### src/rtl/window_assembler_pkg.sv
// Shared pixel/window definitions for the 9x9 neighbourhood preprocessing blocks.
package prep_pkg;
    localparam int PIX_W = 8;
    localparam int KSIZE = 9;
    localparam int KHALF = 4;

    typedef logic [PIX_W-1:0] pixel_t;

    // Bit offset of pixel (r, c) inside the flat window; r=0 top, c=0 left/oldest.
    function automatic int unsigned win_idx(input int unsigned r, input int unsigned c);
        return PIX_W * (KSIZE * r + c);
    endfunction
endpackage

### src/rtl/window_assembler_if.sv
// Tap-stream in / window-stream out bundle of the window assembler.
interface window_assembler_if #(
    parameter int IMG_W = 10,
    parameter int IMG_H = 10
);
    import prep_pkg::*;
    localparam int CW = $clog2(IMG_W);
    localparam int RW = $clog2(IMG_H);

    logic                           valid_i;
    pixel_t                         row0_i, row1_i, row2_i, row3_i, row4_i;
    pixel_t                         row5_i, row6_i, row7_i, row8_i;
    logic [KSIZE*KSIZE*PIX_W-1:0]   window_o;
    logic                           valid_o;
    logic [RW-1:0]                  center_row_o;
    logic [CW-1:0]                  center_col_o;
    logic                           frame_done_o;

    modport master (
        output valid_i, row0_i, row1_i, row2_i, row3_i, row4_i,
               row5_i, row6_i, row7_i, row8_i,
        input  window_o, valid_o, center_row_o, center_col_o, frame_done_o
    );

    modport slave (
        input  valid_i, row0_i, row1_i, row2_i, row3_i, row4_i,
               row5_i, row6_i, row7_i, row8_i,
        output window_o, valid_o, center_row_o, center_col_o, frame_done_o
    );
endinterface

### src/rtl/window_assembler_shift.sv
// KSIZE x KSIZE pixel shift array: a new column enters on the right on each enabled cycle.
module window_shift_reg
    import prep_pkg::*;
(
    input  logic                          clk,
    input  logic                          rst,
    input  logic                          i_en,
    input  pixel_t                        i_col [KSIZE],
    output logic [KSIZE*KSIZE*PIX_W-1:0]  o_window
);
    pixel_t r_win [KSIZE][KSIZE];

    always_ff @(posedge clk) begin
        if (rst) begin
            for (int unsigned r = 0; r < KSIZE; r++)
                for (int unsigned c = 0; c < KSIZE; c++)
                    r_win[r][c] <= '0;
        end else if (i_en) begin
            for (int unsigned r = 0; r < KSIZE; r++) begin
                for (int unsigned c = 0; c < KSIZE-1; c++)
                    r_win[r][c] <= r_win[r][c+1];
                r_win[r][KSIZE-1] <= i_col[r];
            end
        end
    end

    always_comb begin
        o_window = '0;
        for (int unsigned r = 0; r < KSIZE; r++)
            for (int unsigned c = 0; c < KSIZE; c++)
                o_window[win_idx(r, c) +: PIX_W] = r_win[r][c];
    end
endmodule

### src/rtl/window_assembler.sv
// Shifts 9-row tap beats into a 9x9 window and flags windows lying fully inside the frame.
module window_assembler
    import prep_pkg::*;
#(
    parameter int IMG_W = 10,
    parameter int IMG_H = 10
) (
    input  logic                clk,
    input  logic                rst,
    window_assembler_if.slave   bus
);
    localparam int CW = $clog2(IMG_W);
    localparam int RW = $clog2(IMG_H);

    logic [CW-1:0] r_col;
    logic [RW-1:0] r_row;
    logic          r_valid;
    logic          r_frame_done;
    logic [RW-1:0] r_center_row;
    logic [CW-1:0] r_center_col;
    pixel_t        w_col [KSIZE];
    logic          w_col_last;
    logic          w_row_last;
    logic          w_inside;

    // Window row 0 is the top (oldest line), so it takes the most-delayed tap.
    assign w_col[0] = bus.row8_i;
    assign w_col[1] = bus.row7_i;
    assign w_col[2] = bus.row6_i;
    assign w_col[3] = bus.row5_i;
    assign w_col[4] = bus.row4_i;
    assign w_col[5] = bus.row3_i;
    assign w_col[6] = bus.row2_i;
    assign w_col[7] = bus.row1_i;
    assign w_col[8] = bus.row0_i;

    assign w_col_last = (r_col == CW'(IMG_W-1));
    assign w_row_last = (r_row == RW'(IMG_H-1));
    assign w_inside   = (r_col >= CW'(KSIZE-1)) && (r_row >= RW'(KSIZE-1));

    window_shift_reg u_shift (
        .clk      (clk),
        .rst      (rst),
        .i_en     (bus.valid_i),
        .i_col    (w_col),
        .o_window (bus.window_o)
    );

    always_ff @(posedge clk) begin
        if (rst) begin
            r_col        <= '0;
            r_row        <= '0;
            r_valid      <= 1'b0;
            r_frame_done <= 1'b0;
            r_center_row <= '0;
            r_center_col <= '0;
        end else if (bus.valid_i) begin
            r_valid      <= w_inside;
            r_frame_done <= w_col_last && w_row_last;
            if (w_inside) begin
                r_center_row <= r_row - RW'(KHALF);
                r_center_col <= r_col - CW'(KHALF);
            end
            if (w_col_last) begin
                r_col <= '0;
                r_row <= w_row_last ? '0 : r_row + 1'b1;
            end else begin
                r_col <= r_col + 1'b1;
            end
        end else begin
            r_valid      <= 1'b0;
            r_frame_done <= 1'b0;
        end
    end

    assign bus.valid_o      = r_valid;
    assign bus.frame_done_o = r_frame_done;
    assign bus.center_row_o = r_center_row;
    assign bus.center_col_o = r_center_col;
endmodule
### src/flat_wrapper.sv
// flat-port wrapper written by rule: the top's interface ports become plain ports
module window_assembler_flat import prep_pkg::*;
#(
    parameter int IMG_W = 10,
    parameter int IMG_H = 10
)
  (clk, rst, bus_valid_i, bus_row0_i, bus_row1_i, bus_row2_i, bus_row3_i, bus_row4_i, bus_row5_i, bus_row6_i, bus_row7_i, bus_row8_i, bus_window_o, bus_valid_o, bus_center_row_o, bus_center_col_o, bus_frame_done_o);
  window_assembler_if #(.IMG_W(IMG_W), .IMG_H(IMG_H)) bus_i ();
  input  logic clk;
  input  logic rst;
  input wire logic [$bits(bus_i.valid_i)-1:0] bus_valid_i;
  input wire logic [$bits(bus_i.row0_i)-1:0] bus_row0_i;
  input wire logic [$bits(bus_i.row1_i)-1:0] bus_row1_i;
  input wire logic [$bits(bus_i.row2_i)-1:0] bus_row2_i;
  input wire logic [$bits(bus_i.row3_i)-1:0] bus_row3_i;
  input wire logic [$bits(bus_i.row4_i)-1:0] bus_row4_i;
  input wire logic [$bits(bus_i.row5_i)-1:0] bus_row5_i;
  input wire logic [$bits(bus_i.row6_i)-1:0] bus_row6_i;
  input wire logic [$bits(bus_i.row7_i)-1:0] bus_row7_i;
  input wire logic [$bits(bus_i.row8_i)-1:0] bus_row8_i;
  output wire logic [$bits(bus_i.window_o)-1:0] bus_window_o;
  output wire logic [$bits(bus_i.valid_o)-1:0] bus_valid_o;
  output wire logic [$bits(bus_i.center_row_o)-1:0] bus_center_row_o;
  output wire logic [$bits(bus_i.center_col_o)-1:0] bus_center_col_o;
  output wire logic [$bits(bus_i.frame_done_o)-1:0] bus_frame_done_o;
  assign bus_i.valid_i = bus_valid_i;
  assign bus_i.row0_i = bus_row0_i;
  assign bus_i.row1_i = bus_row1_i;
  assign bus_i.row2_i = bus_row2_i;
  assign bus_i.row3_i = bus_row3_i;
  assign bus_i.row4_i = bus_row4_i;
  assign bus_i.row5_i = bus_row5_i;
  assign bus_i.row6_i = bus_row6_i;
  assign bus_i.row7_i = bus_row7_i;
  assign bus_i.row8_i = bus_row8_i;
  assign bus_window_o = bus_i.window_o;
  assign bus_valid_o = bus_i.valid_o;
  assign bus_center_row_o = bus_i.center_row_o;
  assign bus_center_col_o = bus_i.center_col_o;
  assign bus_frame_done_o = bus_i.frame_done_o;
  window_assembler #(.IMG_W(IMG_W), .IMG_H(IMG_H)) u_core (.clk(clk), .rst(rst), .bus(bus_i));
endmodule
### config.mk
export PLATFORM = sky130hd
export DESIGN_NAME = window_assembler_flat
export DESIGN_NICKNAME = d
export VERILOG_FILES = /design/src/rtl/window_assembler_pkg.sv /design/src/rtl/window_assembler_if.sv /design/src/rtl/window_assembler_shift.sv /design/src/rtl/window_assembler.sv /design/src/flat_wrapper.sv
export SDC_FILE = /design/constraint.sdc
export NUM_CORES = 1
export LEC_CHECK = 0
export ABC_CLOCK_PERIOD_IN_PS = 13950
export CAP_MARGIN = 20
export CORE_MARGIN = 3
export CORE_UTILIZATION = 25
export CTS_BUF_LIST = sky130_fd_sc_hd__clkbuf_2
export CTS_CLUSTER_SIZE = 12
export DETAILED_ROUTE_END_ITERATION = 7
export PLACE_DENSITY_LB_ADDON = 0.05
export SYNTH_ARGS = -nofsm -noshare
export SYNTH_HDL_FRONTEND = slang
export SYNTH_SLANG_ARGS = --single-unit
### constraint.sdc
create_clock -name clk -period 13.95 [get_ports clk]
set_input_delay 2.0925 -clock clk [delete_from_list [all_inputs] [get_ports clk]]
set_output_delay 2.0925 -clock clk [all_outputs]
set_load 0.005 [all_outputs]
Word-level counts from Yosys, hierarchy flattened
Memory sizes are Yosys's and may differ from the RTL's.
Cells that the tools add are included.
Widths: inputs -> output; s select.

operators by class
  bitwise gates (word level) = 82
  add/subtract/negate cells = 4
  eq/ne operators = 2
  order comparisons = 2
  reductions and logical operators = 5
  muxes and demuxes = 88

operator list
  operator             number
  $mux 8               81
  $or 1x1->1           81
  $add 4x1->4 const B  2
  $eq 4x4->1 const B   2
  $ge 4x4->1 const B   2
  $mux 4               2
  $sub 4x3->4 const B  2
  $mux 1               5
  $reduce_and 2->1     2
  $logic_and 1x1->1    2
  $reduce_or 2->1      1
  $not 1->1            1

storage, ports and cells
  memories kept = 1
  input port bits = 75
  flip-flop bits (word level) = 18
  word-level logic and storage cells = 190
  memory bits (writable) = 648

memory list
  memory                words  width  read ports  clocked after Yosys merged registers in  write ports  line                          RTL
  u_core.u_shift.r_win  9      72     9           0                                        9            window_assembler_shift.sv:11  pixel_t r_win [KSIZE][KSIZE];

Logic depth before layout (Yosys ltp)
Gate-level depths: netlist of the first run.

  depth after elaboration = 4
  gate-level depth with buffers = 6
  depth with buffers taken out = 5

Cells and area by module
A second synthesis of the first run with hierarchy kept.

second synthesis, totals
  cells, all modules = 1,529
  area, all modules = 26,785.7 um^2

by module, submodules not included
  module            sequential area each (um^2)  cells an instance  times used  area each (um^2)
  window_shift_reg  19,458.7                     1,441              1           25,942.4
  window_assembler  360.3                        88                 1           843.3

Worst setup path after synthesis of the first run
OpenSTA, ideal clock, no wires.

  path kind = input to register
  start point = input rst
  end point = memory u_core.u_shift.r_win[0][0] (netlist name) (enable)
  arrival time = 10.258 ns
  path buffers = 2
  setup slack = 2.942 ns
  data required time = 13.201 ns
  stages on the path = 3
  library setup time = 0.749 ns
  cells stage by stage = buf_2 > clkbuf_1 > or2_2

RTL lines
  what                line                          RTL
  start: declaration  flat_wrapper.sv:10            input logic rst;
  end: declaration    window_assembler_shift.sv:11

==> flow_summary_export.csv, run 1 <==
group,metric,value,unit
run_status,outcome,"complete, no violations",
clock_tree,cts_tree,"built",
placed_design,place_area,0.0335,mm²
floorplanning,die_w,324,µm
drt,drt_iter0_drc,831,
yosys,synth_nets,1540,
layout,final_core_util,35.5,%
clock_tree,clk_latency,1370,ps
yosys,synth_area,0.0252,mm²
yosys,yosysSeqAreaShare,78.6,%
worst_setup_path,start_kind,"primary input",
yosys,yosys_warnings,0,
power,power_frac_comb,10.0,%
layout,fillers,9804,
floorplanning,rows,115,
power,leakagePower,13.5,nW
drt,via_per_inst,3.89,
sta,fin_crit,4910,ps
yosys,synthTopCellsByArea,"edfxtp_1 77%, and2_1 16%, buf_6 2.9%",
worst_setup_path,cp.arrival,5870,ps
sta,finalHoldViolCount,0,
layout,layout.nets,2399,
placed_design,routabilityCongestion,0.752,
drt,drt-wirelength-per-cell,20.2,µm
sta,skew,98.9,ps
drt,drtAntennaViolNets,0,
worst_setup_path,worstReg2RegStart,"u_core.r_col[2]",
yosys,synth_seq_cells,666,
power,clockPowerShare,34.5,%
clock_tree,cts-resized-gates,0,
drt,drc_errors,0,
worst_setup_path,r2r_setup_slack,12060,ps
min_path,holdPathEnd,"u_core.u_shift.r_win[0][390]",
floorplanning,start_util,25.4,%
min_path,hp-start,"u_core.u_shift.r_win[0][382]",
yosys,yosysTopAreaCellShare,77.1,%
layout,fin_area,0.0353,mm²
floorplanning,die_height,324,µm
power,cellPowerDensity,122,mW/mm²
global_routing,grt_usage,14.0,%
clock_tree,cts-hold-fix-buffers,0,
yosys,synth_cell_types,33,
power,p_int,3.19,mW
global_routing,grt_pass1_wl,105000,µm
global_routing,antenna_found_initial,8,
drt,drt_first_pass_iters,6,
layout,area_growth,39.8,%
global_routing,grt-ovfl-total,0,
worst_setup_path,critical_path.startpoint,"rst",
worst_setup_path,reg2reg_depth,5,
worst_setup_path,crit_type,"in2reg",
floorplanning,die_area,0.105,mm²
floorplanning,pin_count,733,
power,peakVddDrop,0.0000524,V
floorplanning,core,0.0993,mm²
sta,tns,0,ps
sta,period_share,35.2,%
yosys,avgSynthCellArea,17.2,µm²
drt,drt_wl_total,76100,µm
job,cap_violations,0,
power,seqPwrFrac,55.5,%
min_path,hp-class,"reg2reg",
min_path,whs_path_depth,1,
worst_setup_path,worstPathMaxFanout,66,
sta,finalSetupViolCount,0,
clock_tree,clockRootBuffer,"clkbuf_2",
yosys,yosysTopAreaCell,"edfxtp_1",
sta,slew-limit-headroom,29.9,%
clock_tree,h-tree-depth,4,
sta,finalMaxSlewViolations,0,
sta,tightest_slew,1050,ps
power,switchingPower,1.10,mW
sta,whs,469,ps
drt,vias,14653,
worst_setup_path,r2r-end,"u_core.bus.center_col_o[2]",
global_routing,grt_max_degree,227,
placed_design,io_buffers,732,
clock_tree,postCtsSetupBuffers,0,
sta,fmax,204,MHz
worst_setup_path,end_kind,"flip-flop",
layout,layout-drive-gt1-share,13.3,%
clock_tree,clk_path_buf_depth,3,
clock_tree,cts_buffers,187,
clock_tree,cts.clk_slew.worst_paths,100,ps
clock_tree,clock-sinks,666,
yosys,syn-instance-count,1463,
power,swShare,25.6,%
placed_design,place_hpwl,53200,µm
worst_setup_path,cp.required,14910,ps
global_routing,grt_pass1_vias,15233,
sta,rsz0062_at_grt,"false",
==> cell type report <==
| type | count | area (µm²) | area share (%) |
|---|---|---|---|
| sequential | 666 | 19800 | 56.2 |
| timing repair buffer | 748 | 7500 | 21.3 |
| clock buffer | 291 | 1460 | 4.13 |
| inverter | 3 | 11.3 | 0.0319 |
| tap | 1287 | 1610 | 4.57 |
| antenna | 10 | 25.0 | 0.0709 |
| clock inverter | 43 | 302 | 0.855 |
| multi-input combinational | 716 | 4540 | 12.9 |
==> critical path, cell delays in order <==
cell and delay [ps]:
clkdlybuf4s50_1 460, buf_4 280, or2_4 630, buf_4 790, buf_4 740, buf_4 680
==> cells in the final DEF (no fill, tap or decap), types with 4 or more instances in the layout <==
master / n
nand2b_1: 9
diode_2: 10
nor2_1: 5
nand2_1: 6
mux2i_1: 6
dfxtp_1: 18
edfxtp_1: 648
o21ai_0: 7
clkdlybuf4s50_1: 732
nor2b_1: 6
and2_1: 648
clkinv_1: 28
a21oi_1: 6
bufinv_16: 4
clkbuf_2: 291
buf_4: 12
clkinvlp_4: 5
==> Yosys cell counts, drive strengths merged <==
master    n
o21ai     7
or2       1
nand2b    9
mux2      2
nor2b     7
and2    648
nand4b    1
mux2i     6
or4       1
o221a     1
dfxtp    18
a21oi     6
ha        2
clkbuf    4
edfxtp  648
o211ai    1
nand3     3
nor3b     2
inv       3
and4b     2
xnor2     1
buf      74
nor4b     1
nand4     1
nor2      5
nand2     6
or2b      3
==> logic make-up after synthesis <==
kind of cell	share of synthesized area, %
AND/OR/NAND/NOR	17.2
flip-flops	78.6
buffers and inverters	3.43
AO/OA/AOI/OAI	0.332
multiplexers	0.357
adder cells (fa/ha/maj)	0.0992
XOR/XNOR	0.0347
==> flip-flops by register name, indices dropped and copies added, names as in the netlist <==
signal                   count
u_core.u_shift.r_win       648
u_core.bus.center_col_o      4
u_core.bus.center_row_o      4
u_core.r_col                 4
u_core.r_row                 4
u_core.bus.frame_done_o      1
u_core.bus.valid_o           1
==> how the worst max path moves through the flow <==
stage / slack (ps) / depth (start not counted) / end
after floorplan: 2940 / 3 / u_core.u_shift.r_win[0][0]
after global placement: 7610 / 6 / u_core.u_shift.r_win[0][273]
after detailed placement: 7550 / 6 / u_core.u_shift.r_win[0][272]
after CTS: 9050 / 1 / bus_window_o[349]
after global routing: 8980 / 6 / u_core.u_shift.r_win[0][273]
final: 9040 / 6 / u_core.u_shift.r_win[0][274]
==> stage by stage <==
step                      total power, mW  instances  setup WS, ps
after global routing                 4.55       3762          8980
after floorplan                      2.56       1463          2940
final                                4.30       3764          9040
after CTS                            4.42       3753          9050
after detailed placement             2.88       3419          7550
after global placement               2.87       3418          7610
==> power by group through the flow <==
stage / sequential (mW) / clock (mW) / combinational, mW
6_report: 2.38 / 1.48 / 0.428
5_1_grt: 2.40 / 1.69 / 0.460
4_1_cts: 2.39 / 1.59 / 0.444
3_5_place_dp: 2.43 / 0 / 0.443
3_3_place_gp: 2.43 / 0 / 0.444
2_1_floorplan: 2.46 / 0 / 0.101
==> layer usage <==
layer	wire length (µm)	track usage [%]	share of wire (%)
met4	2680	6.56	3.5
met5	13	0	0.017
met2	38400	24.2	50
met3	8390	7.31	11
met1	26600	13.8	35
Power figures use the tool's default switching activity.
==> inputs of run 2 (changes only) <==
ABC_CLOCK_PERIOD_IN_PS = 4700   (was 13950)
clock period = 4.7 ns   (was 13.95 ns; I/O delays follow)
==> run 2 against run 1 <==
  * Count of clock-buffer cells in the layout down 9
  * Utilization up 0.80 points
  * Clock power rose to 2.9 times the previous value
  * Critical path depth down 5
  * Final cell count up 1.8%
  * Clock skew down 10 ps
  * Sequential power rose to 3.0 times the previous value
  * Setup slack worse by 7500 ps
  * Via count up 1.7%
  * Die area unchanged
  * Final area up 2.3%
==> flow_summary_export.csv, run 2 (synthesis results as in run 1) <==
group,metric,value,unit
run_status,outcome,"complete, no violations",
clock_tree,cts.clk_slew.worst_paths,100,ps
clock_tree,clk_latency,1360,ps
worst_setup_path,crit_type,"reg2out",
sta,fmax,320,MHz
global_routing,grt_pass1_vias,15747,
clock_tree,clockRootBuffer,"clkbuf_2",
sta,finalHoldViolCount,0,
drt,vias,14900,
worst_setup_path,cp.arrival,2420,ps
global_routing,antenna_found_initial,2,
worst_setup_path,path_cells,"clkdlybuf4s50_1",
floorplanning,start_util,25.4,%
layout,mostFrequentLayoutCells,"732 x clkdlybuf4s50_1, 648 x and2_1, 648 x edfxtp_1",
layout,fillers,9737,
layout,multi_input_area,0.00454,mm²
power,p_int,9.41,mW
floorplanning,core,0.0993,mm²
sta,slew-limit-headroom,41.6,%
layout,layout.nets,2487,
sta,tightest_slew,876,ps
power,total_power,12.7,mW
power,seqPwrFrac,55.9,%
worst_setup_path,cp_slowest_cell,"clkdlybuf4s50_1",
drt,drt-wirelength-per-cell,20.1,µm
worst_setup_path,worstPathMaxFanout,2,
worst_setup_path,cpPeakStageDelay,600,ps
power,power_frac_comb,10.6,%
worst_setup_path,worstReg2RegStart,"u_core.r_col[3]",
worst_setup_path,cp.required,3990,ps
layout,largest-register,"u_core.u_shift.r_win",
floorplanning,pin_count,733,
floorplanning,rows,115,
sta,finalSetupViolCount,0,
layout,mostFrequentLayoutCell,"clkdlybuf4s50_1",
clock_tree,cts_buffers,188,
sta,fin_crit,3120,ps
clock_tree,h-tree-depth,4,
clock_tree,clk_path_buf_depth,3,
power,clockPowerShare,33.5,%
drt,drtAntennaViolNets,0,
floorplanning,die_area,0.105,mm²
worst_setup_path,crit_end,"bus_window_o[359]",
drt,drt_wl_total,77100,µm
worst_setup_path,r2r-end,"u_core.bus.center_row_o[2]",
worst_setup_path,critical_path.startpoint,"u_core.u_shift.r_win[0][295]",
worst_setup_path,end_kind,"output pin",
sta,finalMaxSlewViolations,0,
power,swShare,25.6,%
global_routing,grt-ovfl-total,0,
sta,tns,0,ps
worst_setup_path,cp.depth,1,
sta,period_share,66.4,%
layout,largest_register_ffs,648,
worst_setup_path,critPathTopFamily,"buffers and inverters",
global_routing,grt_max_degree,224,
min_path,hp-class,"reg2reg",
placed_design,io_buffers,732,
drt,drt_first_pass_iters,4,
drt,drc_errors,0,
worst_setup_path,reg2reg_depth,4,
worst_setup_path,start_kind,"flip-flop",
layout,layout-drive-gt1-share,12.9,%
layout,seqCellArea,0.0198,mm²
worst_setup_path,r2r_setup_slack,2760,ps
placed_design,place_hpwl,54200,µm
drt,via_per_inst,3.89,
layout,area_growth,43.0,%
clock_tree,cts_tree,"built",
placed_design,routabilityCongestion,0.740,
sta,whs,486,ps
power,leakagePower,13.8,nW
worst_setup_path,crit_buf_inv,1,
global_routing,grt_pass1_wl,108000,µm
sta,skew,88.9,ps
floorplanning,die_w,324,µm
power,peakVddDrop,0.000185,V
job,cap_violations,0,
power,switchingPower,3.25,mW
global_routing,grt_usage,14.2,%
sta,rsz0062_at_grt,"false",
power,cellPowerDensity,351,mW/mm²
clock_tree,clock-sinks,666,
floorplanning,die_height,324,µm
drt,drt_iter0_drc,876,
==> run 2: changes by cell type in the layout (fill, tap and decap cells not counted) <==
cell,before,now
bufinv_16,4,3
dlygate4sd3_1,0,75
clkbuf_2,291,282
diode_2,10,9
buf_4,12,17
buf_12,3,11
clkinv_1,28,24
clkinvlp_4,5,2
clkinv_4,2,1
buf_16,1,0
==> run 2: metrics by stage <==
step	area, µm²	instances	setup slack, ps	util [%]
after floorplan	25200	1463	-1380	-
after global placement	33700	3432	1570	33.9
after detailed placement	33700	3432	1520	33.9
after CTS	36000	3823	1160	36.3
after global routing	36100	3831	1180	36.3
final	36100	3832	1580	36.3
==> run 2: metal layers <==
layer | track usage, % | up-vias | wire (µm)
li1 | - | 7100 | -
met1 | 14.3 | 7070 | 27000
met2 | 24.8 | 597 | 39500
met3 | 7.56 | 133 | 8510
met4 | 5.45 | 0 | 2030
met5 | 0 | - | 0
==> run 2: area by class of cell <==
type / instances / area share (%)
repair buffers: 835 / 23.4
flip-flops and latches: 666 / 54.9
well taps: 1287 / 4.46
diodes: 9 / 0.0624
clock buffers: 282 / 3.91
inverters: 3 / 0.0312
clock inverters: 34 / 0.624
multi-input cells: 716 / 12.6
==> run 2: worst min path at each step <==
| stage | cells after the start | slack, ps | to | startpoint |
|---|---|---|---|---|
| floorplan | 2 | 470 | u_core.bus.center_col_o[0] | u_core.bus.center_col_o[0] |
| global placement | 2 | 470 | u_core.bus.center_col_o[0] | u_core.bus.center_col_o[0] |
| detailed placement | 2 | 470 | u_core.bus.center_row_o[3] | u_core.bus.center_row_o[3] |
| CTS | 3 | 180 | u_core.u_shift.r_win[0][218] | bus_row5_i[2] |
| global route | 3 | 230 | u_core.u_shift.r_win[0][216] | bus_row5_i[0] |
| finish | 1 | 490 | u_core.u_shift.r_win[0][457] | u_core.u_shift.r_win[0][449] |
==> run 2: repair_timing <==
item | CTS | global route
hold buffers | 75 | 0
resized for setup | 0 | 0
buffers inserted | 0 | 0
endpoints found under the hold margin | 88 | 0
==> run 2: power by group through the flow <==
| stage | logic, mW | clock network, mW | registers, mW |
|---|---|---|---|
| finish | 1.34 | 4.24 | 7.08 |
| floorplan | 0.302 | 0 | 7.26 |
| global placement | 1.34 | 0 | 7.21 |
| CTS | 1.39 | 4.54 | 7.09 |
| detailed placement | 1.33 | 0 | 7.23 |
| global route | 1.44 | 4.83 | 7.14 |
